$ cat config.mk
export PLATFORM = sky130hd
export DESIGN_NAME = ae_rate_ctrl
export DESIGN_NICKNAME = d
export VERILOG_FILES = /design/src/rtl/ae_rate_ctrl.sv
export SDC_FILE = /design/constraint.sdc
export NUM_CORES = 1
export LEC_CHECK = 0
export ABC_AREA = 1
export ABC_CLOCK_PERIOD_IN_PS = 14000
export BUFFER_PORTS_ARGS = -buffer_cell sky130_fd_sc_hd__clkbuf_2
export CORE_MARGIN = 5
export CORE_UTILIZATION = 65
export CTS_CLUSTER_SIZE = 25
export DETAILED_ROUTE_END_ITERATION = 8
export PLACE_DENSITY_LB_ADDON = 0.08
export SLEW_MARGIN = 5
export SYNTH_ARGS = -nofsm -noshare
export SYNTH_HDL_FRONTEND = slang
export SYNTH_SLANG_ARGS = --single-unit
$ cat constraint.sdc
create_clock -name clk -period 14 [get_ports clk]
set_input_delay 2.8 -clock clk [delete_from_list [all_inputs] [get_ports clk]]
set_output_delay 2.8 -clock clk [all_outputs]
set_load 0.01 [all_outputs]
$ cat src/rtl/ae_rate_ctrl.sv
// ae_rate_ctrl
// Sequencer for the acquisition-engine rate adaptor. The host fills a small
// per-channel configuration table. On start the block walks the table from
// first_ch to last_ch, wrapping from the top entry back to entry 0. For each
// channel it:
//   - loads ratio, frequency and threshold into the adaptor,
//   - pulses init_nco,
//   - discards FLUSH_CNT outputs while the filter taps refill,
//   - then passes samples until len requantized outputs have been collected.
//
// Ports:
//   clk, rst            clock, synchronous active-high reset
//   cfg_*               table write port (cfg_we, cfg_addr, ratio/freq/thresh/len)
//   start, abort        sequence control pulses
//   first_ch, last_ch   channel range, sampled at start
//   sample_valid_i/o    raw and gated sample strobe
//   data_valid_i        requantized output strobe from the adaptor
//   data_en             qualified output strobe for the sample buffer
//   init_nco            NCO clear pulse
//   code_rate_ratio,
//   carrier_freq,
//   threshold           adaptor configuration, registered at LOAD
//   busy                sequence in progress
//   ch_index            active entry
//   ch_done, all_done   completion pulses
//   out_count           outputs counted for the current channel
//
// state | meaning
// ------+--------------------------------------------------------------
// IDLE  | waiting for start
// LOAD  | register table entry into adaptor outputs, clear out_count
// INIT  | init_nco high, samples blocked
// FLUSH | samples pass, stale filter outputs discarded
// RUN   | samples pass, outputs enabled and counted up to len
// NEXT  | ch_done; advance to next channel or finish with all_done
module ae_rate_ctrl #(
  parameter int ADDR_W    = 3,
  parameter int FLUSH_CNT = 3
) (
  input  logic              clk,
  input  logic              rst,
  input  logic              cfg_we,
  input  logic [ADDR_W-1:0] cfg_addr,
  input  logic [23:0]       cfg_ratio,
  input  logic [31:0]       cfg_freq,
  input  logic [7:0]        cfg_thresh,
  input  logic [15:0]       cfg_len,
  input  logic              start,
  input  logic              abort,
  input  logic [ADDR_W-1:0] first_ch,
  input  logic [ADDR_W-1:0] last_ch,
  input  logic              sample_valid_i,
  output logic              sample_valid_o,
  input  logic              data_valid_i,
  output logic              data_en,
  output logic              init_nco,
  output logic [23:0]       code_rate_ratio,
  output logic [31:0]       carrier_freq,
  output logic [7:0]        threshold,
  output logic              busy,
  output logic [ADDR_W-1:0] ch_index,
  output logic              ch_done,
  output logic              all_done,
  output logic [15:0]       out_count
);

  localparam int DEPTH = 1 << ADDR_W;
  localparam int FW    = (FLUSH_CNT > 1) ? $clog2(FLUSH_CNT + 1) : 1;

  typedef enum logic [2:0] {
    S_IDLE, S_LOAD, S_INIT, S_FLUSH, S_RUN, S_NEXT
  } state_t;

  state_t state;

  logic [23:0] tbl_ratio  [DEPTH];
  logic [31:0] tbl_freq   [DEPTH];
  logic [7:0]  tbl_thresh [DEPTH];
  logic [15:0] tbl_len    [DEPTH];

  logic [ADDR_W-1:0] last_r;
  logic [15:0]       len_r;
  logic [FW-1:0]     flush_left;

  // The table is storage, not control state, so reset leaves it intact.
  always_ff @(posedge clk) begin
    if (cfg_we) begin
      tbl_ratio[cfg_addr]  <= cfg_ratio;
      tbl_freq[cfg_addr]   <= cfg_freq;
      tbl_thresh[cfg_addr] <= cfg_thresh;
      tbl_len[cfg_addr]    <= cfg_len;
    end
  end

  assign sample_valid_o = ((state == S_FLUSH) || (state == S_RUN)) && sample_valid_i;
  // out_count only equals len_r in RUN when len is 0; nothing is enabled then.
  assign data_en = (state == S_RUN) && data_valid_i && (out_count != len_r);

  always_ff @(posedge clk) begin
    if (rst) begin
      state           <= S_IDLE;
      busy            <= 1'b0;
      init_nco        <= 1'b0;
      ch_done         <= 1'b0;
      all_done        <= 1'b0;
      ch_index        <= '0;
      last_r          <= '0;
      out_count       <= '0;
      len_r           <= '0;
      flush_left      <= '0;
      code_rate_ratio <= '0;
      carrier_freq    <= '0;
      threshold       <= '0;
    end else begin
      init_nco <= 1'b0;
      ch_done  <= 1'b0;
      all_done <= 1'b0;
      if (abort) begin
        state <= S_IDLE;
        busy  <= 1'b0;
      end else begin
        case (state)
          S_IDLE: begin
            if (start) begin
              state    <= S_LOAD;
              ch_index <= first_ch;
              last_r   <= last_ch;
              busy     <= 1'b1;
            end
          end
          S_LOAD: begin
            code_rate_ratio <= tbl_ratio[ch_index];
            carrier_freq    <= tbl_freq[ch_index];
            threshold       <= tbl_thresh[ch_index];
            len_r           <= tbl_len[ch_index];
            out_count       <= '0;
            init_nco        <= 1'b1;
            state           <= S_INIT;
          end
          S_INIT: begin
            flush_left <= FW'(FLUSH_CNT);
            state      <= (FLUSH_CNT == 0) ? S_RUN : S_FLUSH;
          end
          S_FLUSH: begin
            if (data_valid_i) begin
              if (flush_left == FW'(1)) state <= S_RUN;
              else flush_left <= flush_left - 1'b1;
            end
          end
          S_RUN: begin
            if (out_count == len_r) begin
              state    <= S_NEXT;
              ch_done  <= 1'b1;
              all_done <= (ch_index == last_r);
            end else if (data_valid_i) begin
              out_count <= out_count + 16'd1;
              if (out_count + 16'd1 == len_r) begin
                state    <= S_NEXT;
                ch_done  <= 1'b1;
                all_done <= (ch_index == last_r);
              end
            end
          end
          S_NEXT: begin
            if (ch_index == last_r) begin
              state <= S_IDLE;
              busy  <= 1'b0;
            end else begin
              ch_index <= ch_index + 1'b1;
              state    <= S_LOAD;
            end
          end
          default: state <= S_IDLE;
        endcase
      end
    end
  end

endmodule

==> impl_results.md, run 1 <==
* Reg2reg setup slack at 10.37 ns
* Rows at 77
* Leakage at 11.4 nW
* Crit Reg-Reg Startpoint: ch_index[1]
* F_max at 0.166 GHz
* Setup_tns at 0 ns
* Sequential area share after synthesis at 0.734
* HP Class: reg -> reg
* Gpl congestion at 0.914
* CTS tree: built
* Yosys top cell area share at 0.658
* Setup CP Type: in -> out
* Filler instances at 2798
* Netlist Area Pre-Place at 29200 um^2
* Clock Sinks at 751
* Fin. max-slew vios at 0
* Post-CTS sizing at 0
* Synth Net Count at 2325
* Die area at 49200 um^2
* Seq cells post-synth at 751
* Routed wire per std cell at 22.1 um
* First-pass GRT wire length at 104000 um
* Final setup viols at 0
* Die X at 222 um
* Initial core utilization at 0.659
* WL final at 66800 um
* Setup Skew at 0.0247 ns
* Worst skew pair latency at 0.61 ns
* Final Cycle Share at 0.431
* Critical Path End Type: primary output
* Floorplan core area at 44300 um^2
* GRT overflow at 0
* # hold bufs at CTS at 0
* Hold_sp: flush_left[0]
* Status: complete, no violations
* Routed Antenna Nets at 0
* Pwr per Cell Area at 156 nW/um^2
* Number of synthesized flops with an enable pin at 640
* Async S/R FF share, synth at 0
* Yosys cell types at 35
* Via count at 18700
* Critical path data required time at 11.20 ns
* Synth area leaders: edfxtp_1 66%, dfxtp_1 7.6%, nor2_1 4.7%, o21ai_0 4.4%, mux2i_1 3.1%
* Max_cap viols at 0
* Worst hold endpoint: flush_left[0]
* DR DRC count at 0
* Fin nets at 2467
* Top Ports at 185
* Dominant synthesized flop cell: edfxtp_1
* Worst-path fanout max at 4
* Area Growth Syn to Fin at 13.5%
* Tmin final at 6.03 ns
* Most common cell after layout, fill and taps aside: edfxtp_1
* Syn_area_per_cell at 13.1 um^2
* Setup Fix Bufs, Post-CTS at 0
* Final worst setup slack at 7.97 ns
* Commonest cells after routing, fill and taps aside: 640 x edfxtp_1, 357 x nor2_1, 254 x o21ai_0, 184 x clkbuf_2, 159 x a21oi_1
* Synth Instances at 2226
* Max clock buf depth at 3
* Worst-Margin Slew at 1.14 ns
* Layout cells sized above 1 at 0.147
* Startpoint Class: input port
* CTS buffer count at 74
* Hpwl dp at 35500 um
* Final hold violation count at 0
* Worst Hold Depth at 1
* Total GRT Usage at 0.268
* Detailed Routing Iterations Pass 1 at 5
* Die height at 222 um
* Critical Path AT at 3.23 ns
* VDD IR-drop max at 0.000127 V
* Total power at 5.18 mW
* Number of global-route vias before repair at 18700
* RR Endpoint: code_rate_ratio[11]
* Yosys warnings at 0
* H-tree lvl count at 3
* Place WS at 7.99 ns
* Via-to-Cell Ratio at 6.17
* Worst rel slew slack at 0.237
* Dpl cell area at 30500 um^2
* Initial antenna violation count at 7
* Area of the multi-input gates at 6970 um^2
* Root Driver: clkbuf_16
* Leading area contributor after synthesis: edfxtp_1
* I/O Buffers at 184
* Register-to-Register Path Depth at 6
* Clk slew on worst S/H paths at 0.06 ns
* Maximum number of pins on one net before global-route repair at 114
* RSZ-0062 raised after global routing: false
* Iteration-0 DRC Markers at 1926
* Sequential Area at 21500 um^2
* Final instance area at 33100 um^2
kinds of logic after synthesis:
group | count (synthesis) | share of synthesized area
adders and majority gates | 3 | 0.00129
xor gates and xnor gates | 26 | 0.00780
muxes | 89 | 0.0305
DFF | 751 | 0.734
buffers and inverters | 207 | 0.0292
and+or+nand+nor | 564 | 0.0784
AOI/OAI and AO/OA | 586 | 0.118
registers in the layout (all words and copies together) (netlist names), 3 cells and up:
name / flops
tbl_freq: 256
tbl_ratio: 192
tbl_len: 128
tbl_thresh: 64
carrier_freq: 32
code_rate_ratio: 24
len_r: 16
out_count: 16
threshold: 8
ch_index: 3
last_r: 3
state: 3
metrics by stage:
step | std cells | util | hold WS, ns
detailed placement | 2884 | 0.689 | 0.472
global route | 3022 | 0.748 | 0.520
finish | 3025 | 0.748 | 0.484
global placement | 2884 | 0.689 | 0.454
CTS | 3021 | 0.748 | 0.486
floorplan | 2226 | - | 0.438
Yosys cell counts, types with 4 or more instances:
master and number:
a211oi_1 6, a21oi_1 159, a31oi_1 4, buf_2 43
buf_4 6, clkbuf_1 96, dfxtp_1 111, edfxtp_1 640
inv_1 56, inv_2 4, mux2i_1 89, nand2_1 110
nand2_2 5, nand3_1 38, nand4_1 5, nor2_1 367
nor2_2 5, nor3_1 24, o21ai_0 254, o221ai_1 68
o22ai_1 42, o32ai_1 50, xnor2_1 19, xor2_1 7
final cells by class:
type                    instances  share of cell area
clock buffers                 104              0.0639
diodes                          4            0.000302
clock inverters                33              0.0146
multi-input cells            1268               0.210
flip-flops and latches        751               0.647
well taps                     592              0.0223
inverters                      61             0.00706
repair buffers                212              0.0341
where the power goes:
part	total [mW]	switching (mW)	internal, mW
combinational	0.513	0.347	0.166
clock	2.09	0.820	1.27
sequential	2.58	0.0603	2.52
total	5.18	1.23	3.95
metal layers:
metal  share of wire  wire, um  GRT usage
met2            0.49     32700      0.442
met1            0.41     27500      0.373
met5         0.00091        61          0
met3           0.077      5170     0.0503
met4           0.021      1430     0.0752
worst max-delay path, stage by stage:
cell	delay (ns)
clkbuf_2	0.09
inv_1	0.06
nor2_1	0.13
clkbuf_2	0.15
how the worst max path moves through the flow:
| stage | from | to | slack (ns) | depth (start not counted) |
|---|---|---|---|---|
| after floorplan | cfg_addr[0] | tbl_freq[0][0] | 7.20 | 3 |
| after global placement | data_valid_i | data_en | 8.00 | 4 |
| after detailed placement | data_valid_i | data_en | 7.99 | 4 |
| after CTS | data_valid_i | data_en | 7.99 | 4 |
| after global routing | data_valid_i | data_en | 7.93 | 4 |
| final | data_valid_i | data_en | 7.97 | 4 |
Note: power is estimated with default switching activity, not from simulation.
==> run 2: changes to the inputs <==
--- a/config.mk
+++ b/config.mk
@@ -6,10 +6,10 @@
 export NUM_CORES = 1
 export LEC_CHECK = 0
 export ABC_AREA = 1
-export ABC_CLOCK_PERIOD_IN_PS = 14000
+export ABC_CLOCK_PERIOD_IN_PS = 5250
 export BUFFER_PORTS_ARGS = -buffer_cell sky130_fd_sc_hd__clkbuf_2
 export CORE_MARGIN = 5
-export CORE_UTILIZATION = 65
+export CORE_UTILIZATION = 54
 export CTS_CLUSTER_SIZE = 25
 export DETAILED_ROUTE_END_ITERATION = 8
 export PLACE_DENSITY_LB_ADDON = 0.08
==> constraint.sdc (replaced) <==
create_clock -name clk -period 5.25 [get_ports clk]
set_input_delay 1.05 -clock clk [delete_from_list [all_inputs] [get_ports clk]]
set_output_delay 1.05 -clock clk [all_outputs]
set_load 0.01 [all_outputs]
==> run 2 against run 1 <==
Effect of this change: register-to-register slack got worse by 8.1 ns; design area rose by 0.43%; clock-buffer cell count rose by 9; largest power group unchanged; highest routed layer unchanged; critical endpoint unchanged.
==> impl_results.md, run 2 (synthesized netlist as in run 1, its figures left out) <==
* Crit path max-delay family: simple AND/OR/NAND/NOR gates
* Critical path data required time at 4.20 ns (-7.00 ns)
* # hold bufs at CTS at 0 (unchanged)
* Routed wire per std cell at 22.0 um (-0.40%)
* Place WS at 2.23 ns (-5.76 ns)
* Routed Antenna Nets at 0 (unchanged)
* RR Endpoint: carrier_freq[13]
* Number of global-route vias before repair at 18200 (-2.3%)
* Initial core utilization at 0.544 (-0.115)
* Largest Register: tbl_freq
* Dpl cell area at 30800 um^2 (+0.75%)
* Reg2reg setup slack at 2.30 ns (-8.07 ns)
* Max FFs per register at 256 (unchanged)
* Area of the multi-input gates at 6970 um^2 (unchanged)
* Final hold violation count at 0 (unchanged)
* CTS tree: built
* Worst-path fanout max at 7 (+3)
* H-tree lvl count at 3 (unchanged)
* Total power at 13.7 mW (+160%)
* Hold Slack at 0.480 ns (-0.00395 ns)
* Commonest cells after routing, fill and taps aside: 640 x edfxtp_1, 357 x nor2_1, 254 x o21ai_0, 184 x clkbuf_2, 159 x a21oi_1
* Setup Fix Bufs, Post-CTS at 0 (unchanged)
* Crit Reg-Reg Startpoint: ch_index[0]
* Post-CTS sizing at 0 (unchanged)
* Final instance area at 33300 um^2 (+0.43%)
* Switching Share at 0.239 (+0.00236)
* Core Util, Final at 0.620 (-0.128)
* Finished Layout Cells at 3132 (+3.5%)
* Top Registers: tbl_freq x256, tbl_ratio x192, tbl_len x128
* WL final at 68900 um (+3.1%)
* Die height at 243 um (+9.3%)
* Worst-Margin Slew at 1.12 ns (-0.0243 ns)
* Area Growth Syn to Fin at 14.0%
* I/O Buffers at 184 (unchanged)
* Final Cycle Share at 0.604
* Max_cap viols at 0 (unchanged)
* Logic gate share of total power at 0.101 (+0.002)
* Total GRT Usage at 0.228 (-0.0395)
* VDD IR-drop max at 0.000280 V (+120%)
* Sequential Area at 21500 um^2 (unchanged)
* DR DRC count at 0 (unchanged)
* Gpl congestion at 0.845 (-7.5%)
* CP Cell Sequence: xnor2_1 > nand4_1 > nor2_1 > nand2_1 > nand2_1 > nor2_1 > clkbuf_2
* CP max stage delay at 0.53 ns (+0.38 ns)
* Via-to-Cell Ratio at 5.91 (-4.2%)
* Setup Skew at 0.0165 ns (-0.00826 ns)
* Fin nets at 2469 (+0.081%)
* Die area at 58800 um^2 (+19%)
* Worst skew pair latency at 0.61 ns (about the same)
* F_max at 0.316 GHz
* Clk slew on worst S/H paths at 0.06 ns (about the same)
* Most common cell after layout, fill and taps aside: edfxtp_1
* Clock Power Share at 0.396 (-0.007)
* Dpl cells at 2986 (+3.5%)
* Final setup viols at 0 (unchanged)
* First-pass GRT wire length at 106000 um (+1.5%)
* Register-to-Register Path Depth at 6 (unchanged)
* Initial antenna violation count at 3 (-4)
* Worst rel slew slack at 0.253 (+0.0162)
* GRT overflow at 0 (unchanged)
* Die X at 243 um (+9.3%)
* Seq pwr share at 0.503 (+0.005)
* Status: complete, no violations
* Internal Power at 10.4 mW (+160%)
* Critical Path End Type: primary output
* Setup crit end: data_en
* Root Driver: clkbuf_16
* Clock Sinks at 751 (unchanged)
* Fin. max-slew vios at 0 (unchanged)
* Floorplan core area at 53700 um^2 (+21%)
* Maximum number of pins on one net before global-route repair at 153 (+34%)
* Layout cells sized above 1 at 0.143 (-0.00447)
* RSZ-0062 raised after global routing: false
* Final worst setup slack at 2.08 ns (-5.89 ns)
* Leakage at 11.3 nW (-0.13%)
* Critical-path top delay cell: dfxtp_1
* Sum of buffers and inverters on the critical path at 1 (-2)
* Setup_tns at 0 ns (unchanged)
* Hpwl dp at 37700 um (+6.3%)
* Startpoint Class: flop
* Rows at 85 (+10%)
* Switching power at 3.27 mW (+170%)
* Via count at 18500 (-0.85%)
* Tmin final at 3.17 ns
* HP Class: reg -> reg
* Detailed Routing Iterations Pass 1 at 5 (unchanged)
* Max clock buf depth at 3 (unchanged)
* Pwr per Cell Area at 411 nW/um^2 (+160%)
* CP Launch Point: out_count[7]
* CTS buffer count at 78 (+5.4%)
* Critical Path AT at 2.12 ns (-1.11 ns)
* Top Ports at 185 (unchanged)
* Filler instances at 4133 (+48%)
* Setup CP Type: reg -> out
* Iteration-0 DRC Markers at 1480 (-23%)
* Cell count along the critical path at 7 (+3)
## run 2: cell count changes in the layout (fill, tap and decap cells not counted), moves of 4 or more
cell	previous run	this run
buf_4	28	17
clkbuf_1	18	29
bufinv_16	11	7
clkbuf_8	9	3
clkinv_2	7	12
clkbuf_16	77	81
buf_12	0	9
clkinv_1	7	12
## run 2: worst min-delay path by stage
| stage | start | to | cells past startpoint |
|---|---|---|---|
| after floorplan | flush_left[0] | flush_left[0] | 1 |
| after global placement | flush_left[0] | flush_left[0] | 1 |
| after detailed placement | flush_left[0] | flush_left[0] | 1 |
| after CTS | busy | busy | 2 |
| after global routing | busy | busy | 2 |
| final | flush_left[0] | flush_left[0] | 1 |
## run 2: cell type report
cell class / count / share of cell area
sequential: 751 / 0.644
multi-input combinational: 1268 / 0.209
clock buffer: 113 / 0.0654
timing repair buffer: 210 / 0.0369
tap: 696 / 0.0262
clock inverter: 32 / 0.0104
inverter: 61 / 0.00707
antenna: 1 / 0.0000752
## run 2: layer usage
metal  track usage  share of wire  wire [um]  vias up
li1              -              -          -     8583
met2         0.373           0.48      33000      595
met5             0        0.00035         24        -
met4        0.0628          0.023       1610        4
met3        0.0441          0.060       4100      130
met1         0.318           0.44      30200     9190
## run 2: power groups by stage
| stage | registers (mW) | clock network [mW] | logic (mW) |
|---|---|---|---|
| finish | 6.87 | 5.41 | 1.38 |
| CTS | 6.87 | 5.53 | 1.40 |
| floorplan | 6.94 | 0 | 0.941 |
| global placement | 6.98 | 0 | 1.36 |
| global route | 6.89 | 5.79 | 1.54 |
| detailed placement | 6.99 | 0 | 1.39 |
==> run 3: changes to the inputs <==
--- a/config.mk
+++ b/config.mk
@@ -6,7 +6,7 @@
 export NUM_CORES = 1
 export LEC_CHECK = 0
 export ABC_AREA = 1
-export ABC_CLOCK_PERIOD_IN_PS = 5250
+export ABC_CLOCK_PERIOD_IN_PS = 2900
 export BUFFER_PORTS_ARGS = -buffer_cell sky130_fd_sc_hd__clkbuf_2
 export CORE_MARGIN = 5
 export CORE_UTILIZATION = 54
==> constraint.sdc (replaced) <==
create_clock -name clk -period 2.9 [get_ports clk]
set_input_delay 0.58 -clock clk [delete_from_list [all_inputs] [get_ports clk]]
set_output_delay 0.58 -clock clk [all_outputs]
set_load 0.01 [all_outputs]
==> run 3 against run 2 <==
Effect of this change: clock-buffer cell count is 2 higher; cell count is 1.1% higher; power is 81% higher; clock power is 81% higher; wire length is 0.38% higher; critical path type unchanged; largest cell class unchanged; highest routed layer unchanged.
==> impl_results.md, run 3 (synthesized netlist as in run 1, its figures left out) <==
* First-pass GRT wire length at 107000 um (+1.5%)
* Final hold violation count at 0 (unchanged)
* Startpoint Class: flop
* Leakage at 11.5 nW (+1.8%)
* F_max at 0.372 GHz
* Total power at 24.8 mW (+81%)
* Top Ports at 185 (unchanged)
* Setup CP Type: reg -> out
* Hold Slack at 0.199 ns (-0.281 ns)
* Max FFs per register at 256 (unchanged)
* VDD IR-drop max at 0.000538 V (+92%)
* Routed wire per std cell at 21.9 um (-0.70%)
* Root Driver: clkbuf_16
* Dpl cells at 3015 (+0.97%)
* Via-to-Cell Ratio at 5.87 (-0.67%)
* Most numerous cell on the critical path: nand2_1
* Post-CTS sizing at 0 (unchanged)
* Dpl cell area at 31200 um^2 (+1.4%)
* Setup_tns at 0 ns (unchanged)
* Rows at 85 (unchanged)
* CP max stage delay at 0.47 ns (-0.06 ns)
* Final instance area at 33700 um^2 (+1.4%)
* # hold bufs at CTS at 0 (unchanged)
* Initial antenna violation count at 8 (+5)
* Die X at 243 um (unchanged)
* Maximum number of pins on one net before global-route repair at 168 (+9.8%)
* Routed Antenna Nets at 0 (unchanged)
* GRT overflow at 0 (unchanged)
* Max clock buf depth at 3 (unchanged)
* Worst rel slew slack at 0.334 (+0.0812)
* Critical-path top delay cell: dfxtp_1
* Hpwl dp at 38800 um (+2.9%)
* Critical path data required time at 2.32 ns (-1.88 ns)
* Core Util, Final at 0.628 (+0.00862)
* Commonest cells after routing, fill and taps aside: 640 x edfxtp_1, 357 x nor2_1, 254 x o21ai_0, 184 x clkbuf_2, 159 x a21oi_1
* CTS buffer count at 79 (+1.3%)
* Status: complete, no violations
* Max_cap viols at 0 (unchanged)
* Fin. max-slew vios at 0 (unchanged)
* Finished Layout Cells at 3166 (+1.1%)
* H-tree lvl count at 3 (unchanged)
* Top Registers: tbl_freq x256, tbl_ratio x192, tbl_len x128
* HP Class: in -> reg
* CP Cell Sequence: inv_1 > nand2_1 > nand2_1 > nor2_1 > nand3_1 > nor2_1 > nand2_1 > nand2_1 > nor2_1 > clkbuf_2
* Largest Register: tbl_freq
* Final setup viols at 0 (unchanged)
* DR DRC count at 0 (unchanged)
* Pwr per Cell Area at 735 nW/um^2 (+79%)
* Worst-path fanout max at 6 (-1)
* Setup Fix Bufs, Post-CTS at 0 (unchanged)
* Detailed Routing Iterations Pass 1 at 5 (unchanged)
* Die area at 58800 um^2 (unchanged)
* Total GRT Usage at 0.231 (+0.00304)
* WL final at 69200 um (+0.38%)
* Fin nets at 2499 (+1.2%)
* Initial core utilization at 0.544 (unchanged)
* Die height at 243 um (unchanged)
* Worst skew pair latency at 0.62 ns (about the same)
* Floorplan core area at 53700 um^2 (unchanged)
* Tmin final at 2.69 ns
* CTS tree: built
* Worst-Margin Slew at 0.998 ns (-0.122 ns)
* Most common cell after layout, fill and taps aside: edfxtp_1
* Critical Path AT at 2.11 ns (about the same)
* Final worst setup slack at 0.208 ns (-1.87 ns)
* Layout cells sized above 1 at 0.157 (+0.0141)
* Gpl congestion at 0.928 (+9.8%)
* RSZ-0062 raised after global routing: false
* Via count at 18600 (+0.41%)
* Clk slew on worst S/H paths at 0.06 ns (about the same)
* Setup Skew at 0.0238 ns (+0.00735 ns)
* Area of the multi-input gates at 6970 um^2 (unchanged)
* Clock Sinks at 751 (unchanged)
* Number of global-route vias before repair at 18500 (+1.2%)
* Place WS at 0.722 ns (-1.51 ns)
* Filler instances at 4083 (-1.2%)
* Critical Path End Type: primary output
* Final Cycle Share at 0.928
* Sequential Area at 21500 um^2 (unchanged)
* Area Growth Syn to Fin at 15.6%
* I/O Buffers at 184 (unchanged)
* Iteration-0 DRC Markers at 1396 (-5.7%)
## run 3: cell count changes in the layout (fill, tap and decap cells not counted), sizes merged
cell	delta
clkbuf	+2
clkinv	-1
buf	+29
clkinvlp	+4
bufinv	-4
diode	+4
## run 3: critical path: cells and delay by family (launching register included)
kind / cells / cell delay (ns)
DFF: 1 / 0.47
and+or+nand+nor: 8 / 0.76
buffers and inverters: 2 / 0.28
## run 3: metal layers
metal	global-route usage	part of all wire
met1	0.331	0.45
met2	0.371	0.47
met3	0.0394	0.058
met4	0.0683	0.022
met5	0	0.00059
## run 3: final timing paths
kind / start / end / depth (start not counted) / slack (ns)
worst min-delay path: last_ch[1] / last_r[1] / 3 / 0.20
worst max register to register: out_count[0] / out_count[3] / 13 / 0.70
worst max-delay path: out_count[0] / data_en / 10 / 0.21
worst min register to register: busy / busy / 2 / 0.47
## run 3: final cells by class
| class | count | share of cell area |
|---|---|---|
| Timing Repair Buffer | 239 | 0.0495 |
| Sequential cell | 751 | 0.636 |
| Antenna cell | 5 | 0.000371 |
| Multi-Input combinational cell | 1268 | 0.207 |
| Inverter | 61 | 0.00697 |
| Clock inverter | 31 | 0.00730 |
| Clock buffer | 115 | 0.0678 |
| Tap cell | 696 | 0.0258 |
## run 3: power breakdown
part           internal, mW  leakage [nW]  switching [mW]
Sequential             12.1          6.72           0.220
Combinational         0.887          3.59            1.76
Clock                  5.75          1.24            4.02
